**config.mk**
```make
export PLATFORM = sky130hd
export DESIGN_NAME = rf_write_scheduler
export DESIGN_NICKNAME = d
export VERILOG_FILES = /design/src/rtl/rf_sched_pkg.sv /design/src/rtl/rf_wq_fifo.sv /design/src/rtl/rf_write_scheduler.sv
export SDC_FILE = /design/constraint.sdc
export NUM_CORES = 1
export LEC_CHECK = 0
export ABC_AREA = 1
export BUFFER_PORTS_ARGS = -buffer_cell sky130_fd_sc_hd__clkbuf_2
export CORE_MARGIN = 2
export CORE_UTILIZATION = 53
export CTS_BUF_LIST = sky130_fd_sc_hd__clkbuf_4 sky130_fd_sc_hd__clkbuf_8
export DETAILED_ROUTE_END_ITERATION = 8
export PLACE_DENSITY_LB_ADDON = 0.08
export SLEW_MARGIN = 10
export SYNTH_ARGS = -nofsm -noshare
export SYNTH_HDL_FRONTEND = slang
export SYNTH_SLANG_ARGS = --single-unit
export TNS_END_PERCENT = 1
```
**constraint.sdc**
```tcl
create_clock -name CLK -period 2.49 [get_ports CLK]
set_input_delay 0.249 -clock CLK [delete_from_list [all_inputs] [get_ports CLK]]
set_output_delay 0.249 -clock CLK [all_outputs]
set_load 0.05 [all_outputs]
```
**src/rtl/rf_sched_pkg.sv**
```systemverilog
// Shared definitions for the register-file write scheduler.
// Holds the register file geometry, the load-tracking FSM state type and
// the write-request record that travels through the ALU queue and the
// writeback stage.
package rf_sched_pkg;

  localparam int DATA_W          = 8;
  localparam int ADDR_W          = 3;
  localparam int NREG            = 1 << ADDR_W;
  localparam int QDEPTH_DEFAULT  = 2;

  typedef enum logic {
    IDLE,
    LOAD_WAIT
  } ld_state_e;

  typedef struct packed {
    logic [ADDR_W-1:0] addr;
    logic [DATA_W-1:0] data;
  } wr_req_t;

endpackage

```
**src/rtl/rf_wq_fifo.sv**
```systemverilog
// Small synchronous FIFO that buffers ALU writes which lost arbitration for
// the register file write port.
// Ports:
//   clk, rst_n     clock and asynchronous active-low reset
//   push/push_data enqueue one request (ignored when full)
//   pop            drop the head entry (ignored when empty)
//   full/empty     occupancy flags
//   count          number of valid entries
//   entries        all slots in age order, entries[0] is the head; only the
//                  first 'count' are meaningful (used for hazard compares)
module rf_wq_fifo
  import rf_sched_pkg::*;
#(
  parameter int DEPTH = 2
) (
  input  logic                   clk,
  input  logic                   rst_n,
  input  logic                   push,
  input  wr_req_t                push_data,
  input  logic                   pop,
  output logic                   full,
  output logic                   empty,
  output logic [$clog2(DEPTH):0] count,
  output wr_req_t [DEPTH-1:0]    entries
);

  localparam int PW = $clog2(DEPTH);
  localparam int CW = PW + 1;

  wr_req_t [DEPTH-1:0] mem_q, mem_d;
  logic [PW-1:0]       rd_ptr_q, rd_ptr_d;
  logic [PW-1:0]       wr_ptr_q, wr_ptr_d;
  logic [CW-1:0]       count_q, count_d;
  logic                do_push, do_pop;

  always_comb begin
    full     = (count_q == CW'(DEPTH));
    empty    = (count_q == '0);
    count    = count_q;
    do_push  = push && !full;
    do_pop   = pop && !empty;
    mem_d    = mem_q;
    rd_ptr_d = rd_ptr_q;
    wr_ptr_d = wr_ptr_q;
    count_d  = count_q;
    if (do_push) begin
      mem_d[wr_ptr_q] = push_data;
      wr_ptr_d        = wr_ptr_q + PW'(1);
    end
    if (do_pop) begin
      rd_ptr_d = rd_ptr_q + PW'(1);
    end
    // A simultaneous push and pop leaves the occupancy unchanged.
    if (do_push && !do_pop) begin
      count_d = count_q + CW'(1);
    end else if (do_pop && !do_push) begin
      count_d = count_q - CW'(1);
    end
  end

  // Present the slots rotated so index 0 is always the oldest entry;
  // pointer arithmetic wraps naturally because DEPTH is a power of two.
  always_comb begin
    entries = '0;
    for (int k = 0; k < DEPTH; k++) begin
      entries[k] = mem_q[rd_ptr_q + PW'(k)];
    end
  end

  always_ff @(posedge clk or negedge rst_n) begin
    if (!rst_n) begin
      mem_q    <= '0;
      rd_ptr_q <= '0;
      wr_ptr_q <= '0;
      count_q  <= '0;
    end else begin
      mem_q    <= mem_d;
      rd_ptr_q <= rd_ptr_d;
      wr_ptr_q <= wr_ptr_d;
      count_q  <= count_d;
    end
  end

endmodule

```
**src/rtl/rf_write_scheduler.sv**
```systemverilog
// Shares the single register file write port between the ALU writeback path
// and the data-memory load return path, tracks the one outstanding load,
// keeps a scoreboard of uncommitted writes and raises STALL on RAW hazards.
// Ports:
//   CLK, RESET                       clock, asynchronous active-low reset
//   ALU_REQ/ALU_ADDR/ALU_DATA/ALU_GNT ALU write request and combinational grant
//   LD_ISSUE/LD_ADDR                 load issued, destination register
//   LD_DONE/LD_DATA                  load data returned
//   SRC1_ADDR/SRC2_ADDR/STALL        decode sources and hazard stall
//   RF_WRITE/RF_INADDRESS/RF_IN      registered register file write port
//   PENDING                          registered scoreboard, one bit per register
//   LD_ERR                           sticky load protocol error
module rf_write_scheduler
  import rf_sched_pkg::*;
#(
  parameter int QDEPTH = QDEPTH_DEFAULT
) (
  input  logic              CLK,
  input  logic              RESET,
  input  logic              ALU_REQ,
  input  logic [ADDR_W-1:0] ALU_ADDR,
  input  logic [DATA_W-1:0] ALU_DATA,
  output logic              ALU_GNT,
  input  logic              LD_ISSUE,
  input  logic [ADDR_W-1:0] LD_ADDR,
  input  logic              LD_DONE,
  input  logic [DATA_W-1:0] LD_DATA,
  input  logic [ADDR_W-1:0] SRC1_ADDR,
  input  logic [ADDR_W-1:0] SRC2_ADDR,
  output logic              STALL,
  output logic              RF_WRITE,
  output logic [ADDR_W-1:0] RF_INADDRESS,
  output logic [DATA_W-1:0] RF_IN,
  output logic [NREG-1:0]   PENDING,
  output logic              LD_ERR
);

  localparam int CW = $clog2(QDEPTH) + 1;

  ld_state_e            state_q, state_d;
  logic [ADDR_W-1:0]    ld_dst_q, ld_dst_d;
  logic                 ld_err_q, ld_err_d;
  logic                 wb_valid_q, wb_valid_d;
  wr_req_t              wb_q, wb_d;
  logic [NREG-1:0]      pending_q, pending_d;

  logic                 ld_done_ok;
  logic                 alu_ok, alu_direct;
  logic                 fifo_push, fifo_pop, fifo_full, fifo_empty;
  logic [CW-1:0]        fifo_count;
  wr_req_t [QDEPTH-1:0] fifo_entries;
  wr_req_t              alu_req;

  assign alu_req = '{addr: ALU_ADDR, data: ALU_DATA};

  rf_wq_fifo #(
    .DEPTH(QDEPTH)
  ) u_wq (
    .clk      (CLK),
    .rst_n    (RESET),
    .push     (fifo_push),
    .push_data(alu_req),
    .pop      (fifo_pop),
    .full     (fifo_full),
    .empty    (fifo_empty),
    .count    (fifo_count),
    .entries  (fifo_entries)
  );

  // Load tracking. A DONE only counts while a load is outstanding; stray
  // DONEs and overlapping ISSUEs are flagged and otherwise ignored.
  always_comb begin
    state_d    = state_q;
    ld_dst_d   = ld_dst_q;
    ld_err_d   = ld_err_q;
    ld_done_ok = 1'b0;
    unique case (state_q)
      IDLE: begin
        if (LD_DONE) begin
          ld_err_d = 1'b1;
        end
        if (LD_ISSUE) begin
          state_d  = LOAD_WAIT;
          ld_dst_d = LD_ADDR;
        end
      end
      LOAD_WAIT: begin
        if (LD_DONE) begin
          ld_done_ok = 1'b1;
          if (LD_ISSUE) begin
            ld_dst_d = LD_ADDR;
          end else begin
            state_d = IDLE;
          end
        end else if (LD_ISSUE) begin
          ld_err_d = 1'b1;
        end
      end
      default: state_d = IDLE;
    endcase
  end

  // Write port arbitration: returning load data cannot wait, queued ALU
  // writes go next, and a fresh ALU write may bypass only an empty queue so
  // ALU writes commit in the order they were granted. An ALU write to the
  // outstanding load's destination is held off so it lands after the load.
  always_comb begin
    alu_ok     = ALU_REQ && !(state_q == LOAD_WAIT && ALU_ADDR == ld_dst_q);
    alu_direct = alu_ok && !ld_done_ok && fifo_empty;
    fifo_push  = alu_ok && !alu_direct && !fifo_full;
    fifo_pop   = !ld_done_ok && !fifo_empty;
    ALU_GNT    = alu_direct || fifo_push;
    wb_valid_d = ld_done_ok || fifo_pop || alu_direct;
    wb_d       = wb_q;
    if (ld_done_ok) begin
      wb_d = '{addr: ld_dst_q, data: LD_DATA};
    end else if (fifo_pop) begin
      wb_d = fifo_entries[0];
    end else if (alu_direct) begin
      wb_d = alu_req;
    end
  end

  // Scoreboard recomputed from where every uncommitted write will sit after
  // this edge, so a register stays pending while any copy remains in flight.
  always_comb begin
    pending_d = '0;
    if (state_d == LOAD_WAIT) begin
      pending_d[ld_dst_d] = 1'b1;
    end
    if (wb_valid_d) begin
      pending_d[wb_d.addr] = 1'b1;
    end
    for (int k = 0; k < QDEPTH; k++) begin
      if (k < int'(fifo_count) && !(fifo_pop && k == 0)) begin
        pending_d[fifo_entries[k].addr] = 1'b1;
      end
    end
    if (fifo_push) begin
      pending_d[ALU_ADDR] = 1'b1;
    end
  end

  // RAW hazard against every write not yet committed to the register file.
  always_comb begin
    STALL = 1'b0;
    if (state_q == LOAD_WAIT && (SRC1_ADDR == ld_dst_q || SRC2_ADDR == ld_dst_q)) begin
      STALL = 1'b1;
    end
    if (wb_valid_q && (SRC1_ADDR == wb_q.addr || SRC2_ADDR == wb_q.addr)) begin
      STALL = 1'b1;
    end
    for (int k = 0; k < QDEPTH; k++) begin
      if (k < int'(fifo_count) &&
          (SRC1_ADDR == fifo_entries[k].addr || SRC2_ADDR == fifo_entries[k].addr)) begin
        STALL = 1'b1;
      end
    end
  end

  always_ff @(posedge CLK or negedge RESET) begin
    if (!RESET) begin
      state_q    <= IDLE;
      ld_dst_q   <= '0;
      ld_err_q   <= 1'b0;
      wb_valid_q <= 1'b0;
      wb_q       <= '0;
      pending_q  <= '0;
    end else begin
      state_q    <= state_d;
      ld_dst_q   <= ld_dst_d;
      ld_err_q   <= ld_err_d;
      wb_valid_q <= wb_valid_d;
      wb_q       <= wb_d;
      pending_q  <= pending_d;
    end
  end

  assign RF_WRITE     = wb_valid_q;
  assign RF_INADDRESS = wb_q.addr;
  assign RF_IN        = wb_q.data;
  assign PENDING      = pending_q;
  assign LD_ERR       = ld_err_q;

endmodule
```
==> flow_summary_export.csv <==
group,metric,value,unit
grt,grt.overflow.total,0,
clock_network,clock_tree.buffer_depth,2,
worst_setup_path,crit_path_cell_trace,"inv_1 -> ha_1 -> inv_1 -> nor2_1 -> nor2_1 -> nand2_8 -> nand2_1 -> clkbuf_2",
floorplanning,chipHeight,82.0,um
grt,use_met3,0.0341,
synth,synth.top_cell.area_share,0.396,
placed_design,placement.io_buffers,55,
clock_network,clock-sinks,51,
synth,synth_edf_count,0,
worst_setup_path,cp_slowest_cell,"sky130_fd_sc_hd__dfrtp_1",
floorplanning,floorplan.die_area,6720,sq um
grt,busiest_layer,"met2",
clock_network,clkTransAtPathRegs,0.10,ns
timing,worstMarginPinSlew,0.502,ns
finish,flow.area_growth_from_synthesis,12.5,%
min_path,hold_path.class,"in -> reg",
synth,synthesis.yosys.warnings,0,
timing,finalSetupTns,0,ns
synth,synth_xor_area_frac,0.0734,
power_and_ir_drop,p_sw,2.48,mW
worst_setup_path,crit_family,"simple AND/OR/NAND/NOR gates",
flow_run,timing.max_cap.violations,0,
drt,antenna_left,0,
power_and_ir_drop,power_leakage,1.87,nW
drt,post_drt_wl_per_cell,13.7,um
timing,clock_skew,0.0119,ns
synth,syn-instance-count,408,
worst_setup_path,crit_buf_inv,3,
timing,setup_repair_after_global_routing_missed_its_margin,"no",
worst_setup_path,worst-setup-path-type,"reg -> out",
drt,route.detailed.vias_per_inst,5.14,
timing,timing.final.crit_share,0.922,
grt,grt_antenna_before_repair,0,
worst_setup_path,critPathLaunch,"u_wq.count[0]",
worst_setup_path,data_required_time_of_the_critical_path,2.24,ns
clock_network,insertion_delay,0.31,ns
drt,drtPass1Iterations,4,
placed_design,placement.cell_area,3520,sq um
synth,syn_avg_cell_area,7.89,sq um
power_and_ir_drop,net_switching_share_of_the_total_power,0.526,
floorplanning,boundaryPins,56,
synth,synth.ff_latch_count,51,
power_and_ir_drop,seq_power_share,0.304,
drt,dr_total_vias,2779,
timing,clock.fmax,0.436,GHz
timing,setup_violations,0,
clock_network,cts.htree.levels,2,
placed_design,globalplace.congestion,0.845,
finish,final_cell_area,3620,sq um
power_and_ir_drop,power_density,1300,nW/um^2
worst_setup_path,max_stage_delay,0.40,ns
synth,synth-adder-area-share,0.0194,
timing,timing_max_transition_violations_final,0,
synth,synthFlopType,"sky130_fd_sc_hd__dfrtp_1",
grt,pin_count_of_the_biggest_net_entering_global_routing,33,
synth,postSynth.asyncResetShare,1.00,
synth,synth-simple-area-share,0.292,
finish,layout.nets,503,
synth,synth-compound-area-share,0.126,
grt,grtUsageMet2,0.420,
synth,yosys-mux-area-fraction,0,
worst_setup_path,crit-reg2reg-launch,"state_q",
floorplanning,dieWidth,82.0,um
floorplanning,starting_density,0.547,
worst_setup_path,critical_path_peak_fanout,19,
clock_network,cts_tree,"done",
grt,met1_usage,0.324,
drt,wirelength,7410,um
power_and_ir_drop,power.ir.vdd_worst,706,uV
worst_setup_path,cp.arrival,2.05,ns
placed_design,hpwl,5810,um
clock_network,cts_setup_buffers,0,
floorplanning,design.core.area,5890,sq um
timing,timing.final.hold_violations,0,
synth,post_synth_instance_area,3220,sq um
synth,synthDistinctLibCells,37,
power_and_ir_drop,power_share_of_the_combinational_group,0.593,
synth,synth_top_family_by_area,"simple AND/OR/NAND/NOR gates",
clock_network,clock_tree.root_cell,"sky130_fd_sc_hd__clkbuf_8",
timing,worst_slew_margin_rel,0.666,
synth,synth.net_count,446,
drt,detailedRoute.firstIterationViolations,176,
synth,synth.area.top_cells,"sky130_fd_sc_hd__dfrtp_1 (40%), sky130_fd_sc_hd__nand2_1 (13%), sky130_fd_sc_hd__xnor2_1 (4.6%), sky130_fd_sc_hd__inv_1 (4.4%), sky130_fd_sc_hd__o21ai_2 (4.1%)",
floorplanning,placement_rows,28,
drt,detail_route.drc_violations,0,
clock_network,numCtsBuffers,5,
finish,layout-drive-gt1-share,0.236,
finish,antenna_cells_inserted,0,
power_and_ir_drop,share_of_power_burned_in_the_clock_network,0.102,
min_path,min_from,"LD_DATA[6]",
grt,global_route.usage.total,0.245,
grt,grt_first_pass_wirelength,12400,um
grt,via_count_of_the_first_global_routing_pass,2552,
synth,netlist.top_cell.by_area,"sky130_fd_sc_hd__dfrtp_1",
synth,synth.top_cells.by_count,"sky130_fd_sc_hd__nand2_1 (115), sky130_fd_sc_hd__dfrtp_1 (51), sky130_fd_sc_hd__inv_1 (38), sky130_fd_sc_hd__nor2_1 (30)",
timing,layout_min_cycle_time,2.29,ns
worst_setup_path,timing.critical_path.to_type,"primary output",
worst_setup_path,critical_path.startpoint_type,"flop",
synth,synth.most_common_cell,"sky130_fd_sc_hd__nand2_1",
status,status,"finished, final reports clean",
synth,synth-seq-area-share,0.396,
power_and_ir_drop,intPower,2.24,mW
==> metal layers <==
metal,wire [um],vias to the layer above
met1,3390,1281
met3,273,9
met2,3650,58
met4,97,0
met5,0,-
li1,-,1431
==> worst reg2reg max path, cell delays in order (launching register included) <==
cell and delay [ns]:
sky130_fd_sc_hd__dfrtp_1 0.49, sky130_fd_sc_hd__ha_1 0.25, sky130_fd_sc_hd__buf_4 0.22, sky130_fd_sc_hd__inv_1 0.10, sky130_fd_sc_hd__nand2_1 0.12, sky130_fd_sc_hd__inv_1 0.08, sky130_fd_sc_hd__a22oi_1 0.17, sky130_fd_sc_hd__nand2_1 0.20
sky130_fd_sc_hd__nor2_4 0.18, sky130_fd_sc_hd__nand3_1 0.10, sky130_fd_sc_hd__nand2_1 0.09
==> cell type report <==
type	count	area, sq um
tap	75	93.8
timing repair buffer	62	330
fill	552	2260
clock buffer	5	68.8
multi-input combinational	298	1650
clock inverter	3	18.8
sequential	51	1280
inverter	47	184
==> registers in the layout, summed over array words and instances, names as in the netlist <==
name           cells
RF_WRITE           1
RF_IN              8
u_wq.wr_ptr_q      1
LD_ERR             1
u_wq.mem_q        22
PENDING            8
RF_INADDRESS       3
u_wq.count         2
ld_dst_q           3
u_wq.rd_ptr_q      1
state_q            1
==> cell usage in the layout, fill, tap and decap left out, drive strengths merged, types with 2 or more instances in the layout <==
| cell | count |
|---|---|
| nand2 | 121 |
| nand4 | 13 |
| dfrtp | 51 |
| o21ai | 43 |
| nand3b | 2 |
| inv | 48 |
| clkbuf | 60 |
| xnor2 | 17 |
| nor2 | 35 |
| buf | 6 |
| xor2 | 10 |
| nand3 | 23 |
| clkinv | 2 |
| ha | 5 |
| a21oi | 11 |
| a22oi | 4 |
| and2 | 2 |
| nor3 | 8 |
==> per-stage QoR <==
step | total power [mW] | hold WS (ns) | instances | setup slack [ns] | utilization
finish | 4.72 | 0.159 | 541 | 0.195 | 0.615
global route | 5.14 | 0.152 | 541 | 0.0499 | 0.615
CTS | 4.75 | 0.152 | 541 | 0.0855 | 0.615
detailed placement | 4.25 | 0.236 | 532 | 0.285 | 0.598
global placement | 4.20 | 0.238 | 532 | 0.323 | 0.598
floorplan | 3.70 | -0.0466 | 408 | 0.489 | -
==> path summary, 6_finish.rpt <==
| kind | slack, ns | depth (start not counted) | endpoint |
|---|---|---|---|
| setup / recovery | 0.20 | 8 | ALU_GNT |
| hold / removal | 0.16 | 3 | RF_IN[6] |
| setup reg to reg | 0.43 | 10 | PENDING[2] |
| hold reg to reg | 0.47 | 2 | LD_ERR |
| max in group asynchronous | 1.25 | 3 | RF_INADDRESS[1] |
| min in group asynchronous | 0.44 | 2 | u_wq.mem_q[21] |
==> power groups by stage <==
stage          Clock, mW  Sequential [mW]  Combinational [mW]
5_1_grt            0.535             1.49                3.11
3_5_place_dp           0             1.45                2.80
3_3_place_gp           0             1.44                2.76
4_1_cts            0.500             1.44                2.81
6_report           0.484             1.44                2.80
2_1_floorplan          0             1.87                1.82
==> kinds of logic after synthesis <==
logic type                 Yosys count
and+or+nand+nor                    205
AOI/OAI and AO/OA                   61
buffers and inverters               59
DFF                                 51
xor gates and xnor gates            27
adders and majority gates            5
==> what timing repair did <==
action | CTS | global route
hold buffers | 1 | 0
pin swaps | 0 | 0
endpoints found under the hold margin | 19 | 0
endpoints found under the setup margin | 1 | 1
resized for setup | 1 | 1
Power figures use the tool's default switching activity.
